[src/rtl/i2c_fifo.sv]
// i2c_fifo: single-clock synchronous FIFO, DEPTH = 2**AWIDTH words.
// Reads are registered: DATA_OUT updates on the edge that accepts the read
// and holds otherwise. ERROR is a registered one-cycle pulse that follows
// any edge where a write hit a full FIFO without a paired read, or a read
// hit an empty FIFO.
module i2c_fifo #(
    parameter int DWIDTH = 32,
    parameter int AWIDTH = 4
) (
    input  logic              PCLK,
    input  logic              PRESETn,
    input  logic              WR_ENA,
    input  logic              RD_ENA,
    input  logic [DWIDTH-1:0] DATA_IN,
    output logic [DWIDTH-1:0] DATA_OUT,
    output logic              FULL,
    output logic              EMPTY,
    output logic [AWIDTH:0]   COUNT,
    output logic              ERROR
);

    localparam int              DEPTH    = 2 ** AWIDTH;
    localparam logic [AWIDTH:0] CNT_FULL = (AWIDTH + 1)'(DEPTH);
    localparam logic [AWIDTH:0] CNT_ZERO = '0;
    localparam logic [AWIDTH:0] CNT_ONE  = (AWIDTH + 1)'(1);
    localparam logic [AWIDTH-1:0] PTR_ONE = AWIDTH'(1);

    // Storage is deliberately not reset; words only become visible after
    // they are written, so their power-up contents never matter.
    logic [DWIDTH-1:0] mem_q [DEPTH];

    logic [AWIDTH-1:0] wr_ptr_q,   wr_ptr_d;
    logic [AWIDTH-1:0] rd_ptr_q,   rd_ptr_d;
    logic [AWIDTH:0]   count_q,    count_d;
    logic [DWIDTH-1:0] data_out_q, data_out_d;
    logic              error_q,    error_d;

    logic full;
    logic empty;
    logic rd_acc;
    logic wr_acc;
    logic overflow;
    logic underflow;

    // Status flags and request acceptance, all decoded from registered COUNT.
    always_comb begin
        full  = (count_q == CNT_FULL);
        empty = (count_q == CNT_ZERO);
        // A read frees a slot on the same edge, so a full FIFO still takes
        // a write when it is paired with a read.
        rd_acc    = RD_ENA && !empty;
        wr_acc    = WR_ENA && (!full || rd_acc);
        overflow  = WR_ENA && full && !RD_ENA;
        underflow = RD_ENA && empty;
    end

    // Next-state for pointers, occupancy, read data and the error pulse.
    always_comb begin
        wr_ptr_d   = wr_ptr_q;
        rd_ptr_d   = rd_ptr_q;
        count_d    = count_q;
        data_out_d = data_out_q;
        error_d    = overflow || underflow;

        if (wr_acc) begin
            wr_ptr_d = wr_ptr_q + PTR_ONE;
        end

        if (rd_acc) begin
            rd_ptr_d   = rd_ptr_q + PTR_ONE;
            // When full with a paired write both pointers are equal; the
            // memory write is non-blocking so the oldest word is read here.
            data_out_d = mem_q[rd_ptr_q];
        end

        // Acceptance rules already keep COUNT within 0..DEPTH.
        unique case ({wr_acc, rd_acc})
            2'b10:   count_d = count_q + CNT_ONE;
            2'b01:   count_d = count_q - CNT_ONE;
            default: count_d = count_q;
        endcase
    end

    // Control and output registers with asynchronous active-low reset.
    always_ff @(posedge PCLK or negedge PRESETn) begin
        if (!PRESETn) begin
            wr_ptr_q   <= '0;
            rd_ptr_q   <= '0;
            count_q    <= '0;
            data_out_q <= '0;
            error_q    <= 1'b0;
        end else begin
            wr_ptr_q   <= wr_ptr_d;
            rd_ptr_q   <= rd_ptr_d;
            count_q    <= count_d;
            data_out_q <= data_out_d;
            error_q    <= error_d;
        end
    end

    // Storage array write port; no reset so it maps onto plain RAM.
    always_ff @(posedge PCLK) begin
        if (wr_acc) begin
            mem_q[wr_ptr_q] <= DATA_IN;
        end
    end

    assign DATA_OUT = data_out_q;
    assign COUNT    = count_q;
    assign FULL     = full;
    assign EMPTY    = empty;
    assign ERROR    = error_q;

endmodule
[config.mk]
export PLATFORM = sky130hd
export DESIGN_NAME = i2c_fifo
export DESIGN_NICKNAME = d
export VERILOG_FILES = /design/src/rtl/i2c_fifo.sv
export SDC_FILE = /design/constraint.sdc
export NUM_CORES = 1
export LEC_CHECK = 0
export CORE_ASPECT_RATIO = 1.75
export CORE_MARGIN = 1
export CORE_UTILIZATION = 55
export DETAILED_ROUTE_END_ITERATION = 10
export PLACE_DENSITY = 0.74
export RECOVER_POWER = 50
export SLEW_MARGIN = 20
export SYNTH_ARGS = -nofsm -noshare
export SYNTH_HDL_FRONTEND = slang
export SYNTH_SLANG_ARGS = --single-unit
[constraint.sdc]
create_clock -name PCLK -period 2.55 [get_ports PCLK]
set_input_delay 0.51 -clock PCLK [delete_from_list [all_inputs] [get_ports PCLK]]
set_output_delay 0.51 -clock PCLK [all_outputs]
set_load 0.01 [all_outputs]
==> results of run 1 <==
## layer usage
metal	vias up	share of wire, %	routed length [um]
met1	5416	37	16700
met4	2	4.0	1820
met3	93	3.9	1770
li1	4319	-	-
met5	-	0.028	13
met2	320	56	25400
## kinds of logic after synthesis
logic type                 count (synthesis)  share of synthesized area (%)
DFF                                      558                           77.4
muxes                                    195                           16.7
and+or+nand+nor                           83                           1.94
buffers and inverters                     57                           1.22
AOI/OAI and AO/OA                         50                           1.96
xor gates and xnor gates                  11                          0.451
adders and majority gates                  7                          0.410
## critical path, stage by stage, from the launching register on
cell and delay, ns:
dfrtp_1 0.38, or4_4 0.54, buf_4 0.17, o21ai_4 0.17, nor2_4 0.05, buf_4 0.13
ha_4 0.26, a31oi_4 0.20, nor3b_2 0.07, a41oi_1 0.17, o221ai_1 0.14
## report_power, final
| group | switching [W] | internal [W] | total (W) |
|---|---|---|---|
| clock | 0.00315 | 0.00417 | 0.00731 |
| combinational | 0.00406 | 0.00417 | 0.00823 |
| sequential | 0.000667 | 0.0112 | 0.0119 |
| total | 0.00787 | 0.0195 | 0.0274 |
## state kept, by name, indices dropped and copies added, names as in the netlist
signal    count
COUNT         5
ERROR         1
rd_ptr_q      4
DATA_OUT     32
wr_ptr_q      4
mem_q       512
## cell usage after synthesis
master / n / share of area, %
buf_4: 3 / 0.11
and2_1: 16 / 0.47
a41oi_1: 1 / 0.041
xor2_1: 4 / 0.16
nor3_1: 2 / 0.047
mux4_2: 128 / 13
nand3_1: 3 / 0.070
clkbuf_1: 27 / 0.47
o31ai_1: 1 / 0.035
inv_1: 2 / 0.035
o22ai_1: 2 / 0.059
mux2i_1: 66 / 3.1
nor2_1: 4 / 0.070
nand3b_1: 2 / 0.070
nor4_2: 1 / 0.059
edfxtp_1: 512 / 72
nand4_1: 2 / 0.059
o21ai_1: 3 / 0.070
o221ai_1: 34 / 1.4
o31a_4: 1 / 0.082
buf_2: 17 / 0.40
inv_2: 1 / 0.018
and3_4: 1 / 0.053
dfrtp_1: 46 / 5.4
nor3b_1: 4 / 0.14
xnor2_1: 7 / 0.29
nand2b_1: 1 / 0.029
buf_6: 2 / 0.11
o31ai_2: 1 / 0.059
a31oi_1: 2 / 0.059
buf_1: 5 / 0.088
or3_1: 1 / 0.029
mux2_4: 1 / 0.070
a21boi_1: 1 / 0.035
or4_4: 1 / 0.053
ha_1: 7 / 0.41
o22ai_2: 1 / 0.059
a21oi_1: 3 / 0.070
nand2_1: 45 / 0.79
## through the flow
| stage | std cells | setup WS, ns |
|---|---|---|
| 6_report | 1632 | 0.129 |
| 5_1_grt | 1632 | -0.0229 |
| 4_1_cts | 1632 | 0.0190 |
| 3_5_place_dp | 1543 | -0.0664 |
| 3_3_place_gp | 1543 | -0.0582 |
| 2_1_floorplan | 961 | -0.0225 |
## final cells by class
cell class	count	area share [%]
inverter	3	0.0448
sequential	558	65.7
timing repair buffer	153	7.01
multi-input combinational	346	18.5
clock inverter	18	0.845
clock buffer	69	5.45
tap	485	2.41
## path summary, 6_finish.rpt
kind | startpoint | to
min | DATA_OUT[23]$_DFFE_PN0N_ | DATA_OUT[23]$_DFFE_PN0N_
min reg2reg | DATA_OUT[23]$_DFFE_PN0N_ | DATA_OUT[23]$_DFFE_PN0N_
max | COUNT[3]$_DFFE_PN0P_ | COUNT[4]$_DFFE_PN0P_
max in group asynchronous | PRESETn | DATA_OUT[4]$_DFFE_PN0N_
max reg2reg | COUNT[3]$_DFFE_PN0P_ | COUNT[4]$_DFFE_PN0P_
min in group asynchronous | PRESETn | DATA_OUT[23]$_DFFE_PN0N_
## timing repair
| action | in CTS | in global routing |
|---|---|---|
| endpoints found under the setup margin | 2 | 3 |
| gates resized for setup | 3 | 7 |
| setup buffers | 1 | 0 |
| endpoints found under the hold margin | 11 | 0 |
| hold buffers | 1 | 0 |
| pin swaps | 1 | 0 |
==> metrics.cfg, run 1 <==
[status]
status=finished with violations
violations=capacitance limit, slew limit

[sta]
slew_headroom_pct=-8.23
final.min_clock_period_ns=2.42
setup-violations-final=0
timing.hold.ws_ns=0.485
hold_viol=0
fmax_mhz=413
rsz0062_at_grt=yes
tightest_slew_ns=1.62
maxSlewViolCount=22
finalCritPeriodShare_pct=95.0
tns_ns=0
finClkSkew_ns=0.0134

[min_path]
hold_path_class=reg2reg
hold_depth=2

[synthesis]
syn_area_um2=21400
syn_avg_cell_area_um2=22.2
syn_nets=1004
syn_inst=961
yosysWarnings=0
synth-seq-cells=558
ys_seq_area_share_pct=77.4
synth_cell_types=39

[route]
postRouteAntennaNets=0
drt_iter0_drc=823
wire_per_inst_um=28.0
drt_wl_total_um=45600
dr.pass1.iters=5
via_per_inst=6.22
route.vias.total=10200
drc=0

[finish]
layout_commonest_cell=edfxtp_1
seqCellArea_um2=16500
fill_cells=2414
n_antenna_cell=0
mostFrequentLayoutCells=512 x edfxtp_1, 128 x mux4_2, 66 x mux2i_1
areaGrowthSynthToFinish_pct=17.8
final_area_um2=25200
final_layout_size_suffix_gt1_share_pct=27.3
final_util_pct=65.5
fin_nets=1152
multi_input_area_um2=4660

[clock_tree]
cts_made_buffers=47
cts_tree=done
root_buffer=clkbuf_16
ctsHtreeMaxLevel=2
insertion_delay_ns=0.56
clockBufferDepth=3
clkTransAtPathRegs_ns=0.06
cts.sink_count=558

[die]
die_w_um=151
die_y_um=263
initial_utilization_pct=55.6
dieArea_um2=39700
num_io_pins=76
fp.coreArea_um2=38400
rows=95

[global_route]
busiest_layer=met2
overflow=0
grt_util_met2_pct=43.5
grt_pass1_wl_um=69100
grt_pass1_vias=11000
track_usage_pct=24.6
use_met1_pct=30.1
antenna_found_initial=1
gr-usage-met3_pct=3.02
grt_max_degree=48

[power]
ir_worst_vdd_uv=753
p_leak_nw=8.30
p_per_area_nw_per_um2=1090
p_total_w=0.0274

[placement]
place_area_um2=23600
placement.io_buffers=75
place_hpwl_um=28900
gp_congestion=0.802

[critical_path]
ff2ff_path_depth=10
endpoint_kind=register
cp_data_arrival_time_ns=2.85
required_ns=2.98
cp_max_fo=4
crit_type=reg2reg
cp-start-kind=register
r2r_slack_ns=0.13

[flow_run]
max-cap-violations=1

Power figures use the tool's default switching activity.
==> inputs of run 2 (changes only) <==
--- a/config.mk
+++ b/config.mk
@@ -9,7 +9,7 @@
 export CORE_MARGIN = 1
 export CORE_UTILIZATION = 55
 export DETAILED_ROUTE_END_ITERATION = 10
-export PLACE_DENSITY = 0.74
+export PLACE_DENSITY = 0.78
 export RECOVER_POWER = 50
 export SLEW_MARGIN = 20
 export SYNTH_ARGS = -nofsm -noshare
==> metrics.cfg, run 2 (same netlist as run 1, synthesis figures left out) <==
[placement]
gp_congestion=0.841
dpl.cell_count=1551
place_hpwl_um=32300
placement.io_buffers=75
place_area_um2=23500

[die]
initial_utilization_pct=55.6
num_io_pins=76
fp.coreArea_um2=38400
rows=95
dieArea_um2=39700
die_y_um=263
die_w_um=151

[critical_path]
cp_max_fo=7
timing.rr.end=DATA_OUT[13]$_DFFE_PN0N_
cp-start-kind=register
slowest_delay_ns=0.59
cp_slowest_cell=or4_4
path_buf_inv=2
crit_chain=or4_4 -> buf_6 -> nor2_1 -> clkdlybuf4s15_2
crit_type=reg2out
r2r_slack_ns=0.07
critPathTopFamily=simple AND/OR/NAND/NOR gates
cp_data_arrival_time_ns=1.98
ff2ff_path_depth=7
required_ns=2.04
endpoint_kind=output port
r2r-start=COUNT[1]$_DFFE_PN0P_
path_depth=4

[sta]
setup-violations-final=0
maxSlewViolCount=0
slew_headroom_pct=9.18
finClkSkew_ns=0.0240
rsz0062_at_grt=no
hold_viol=0
finalCritPeriodShare_pct=97.6
tightest_slew_ns=1.36
timing.hold.ws_ns=0.481
final.min_clock_period_ns=2.49
fmax_mhz=402

[route]
dr.pass1.iters=4
route.vias.total=10300
wire_per_inst_um=30.3
drt_iter0_drc=841
met2_length_um=27300
drc=0
drt_wl_total_um=49600
wl_met1_um=16200
highest_layer=met4
wl_met3_um=2390
via_per_inst=6.32
postRouteAntennaNets=0

[min_path]
hold_depth=2
hold_path_end=DATA_OUT[20]$_DFFE_PN0N_
hold_path_class=reg2reg
min_from=DATA_OUT[20]$_DFFE_PN0N_

[finish]
top_register=mem_q
mostFrequentLayoutCells=512 x edfxtp_1, 128 x mux4_2, 66 x mux2i_1
final_layout_size_suffix_gt1_share_pct=26.5
areaGrowthSynthToFinish_pct=17.0
final_area_um2=25000
final_util_pct=65.1
fin_nets=1158
stdcell_count=1636
layout_commonest_cell=edfxtp_1
largest_register_ffs=512

[clock_tree]
root_buffer=clkbuf_16
cts.sink_count=558
clockBufferDepth=3
cts_made_buffers=45
insertion_delay_ns=0.56
clkTransAtPathRegs_ns=0.07
cts_tree=done
ctsHtreeMaxLevel=2

[global_route]
grt_pass1_wl_um=73000
track_usage_pct=26.5
antenna_found_initial=1
grt_max_degree=52
overflow=0
grt_pass1_vias=11000

[flow_run]
max-cap-violations=0

[power]
p_leak_nw=8.24
p_per_area_nw_per_um2=1100
ir_worst_vdd_uv=564

[status]
status=finished, final reports clean

-- run 2: layer usage --
metal	track usage, %	up-vias
met5	0	-
met4	17.0	0
met3	2.88	146
met2	46.7	453
met1	30.1	5428
li1	-	4319
-- run 2: area by class of cell --
cell class                 count  area, um2
sequential                   558      16500
timing repair buffer         161       1740
tap                          485        607
multi-input combinational    346       4620
clock buffer                  56       1230
fill                        2359      13400
clock inverter                26        250
inverter                       3       11.3
antenna                        1       2.50
-- run 2: worst min-delay path, stage by stage, from the launching register on --
cell      delay [ns]
dfrtp_1         0.34
nand2_1         0.05
o221ai_1        0.06
-- run 2: through the flow --
stage	TNS, ns	worst slack, ns	total power [W]
6_report	0	0.0613	0.0274
5_1_grt	0	0.0110	0.0283
4_1_cts	0	0.0110	0.0276
3_5_place_dp	-30.51	-0.145	0.0206
3_3_place_gp	-30.98	-0.165	0.0204
2_1_floorplan	-0.0225	-0.0225	0.0169
-- run 2: repair_timing --
action / CTS / global route
endpoints found under the setup margin: 2 / 3
endpoints found under the hold margin: 16 / 0
buffers inserted: 0 / 1
gates resized for setup: 6 / 3
pin swaps: 1 / 1
hold buffers: 1 / 0
-- run 2: how the worst max path moves through the flow --
stage | start | endpoint | slack [ns]
after global placement | WR_ENA | mem_q[7][27]$_DFFE_PP_ | -0.17
final | COUNT[0]$_DFFE_PN0P_ | EMPTY | 0.06
after global routing | COUNT[0]$_DFFE_PN0P_ | EMPTY | 0.01
after CTS | COUNT[2]$_DFFE_PN0P_ | FULL | 0.01
after floorplan | COUNT[1]$_DFFE_PN0P_ | COUNT[4]$_DFFE_PN0P_ | -0.02
after detailed placement | RD_ENA | mem_q[7][22]$_DFFE_PP_ | -0.14
-- run 2: power breakdown --
part / internal (W) / switching [W] / leakage (nW)
Clock: 0.00393 / 0.00308 / 0.722
Combinational: 0.00414 / 0.00444 / 2.34
Sequential: 0.0112 / 0.000656 / 5.18
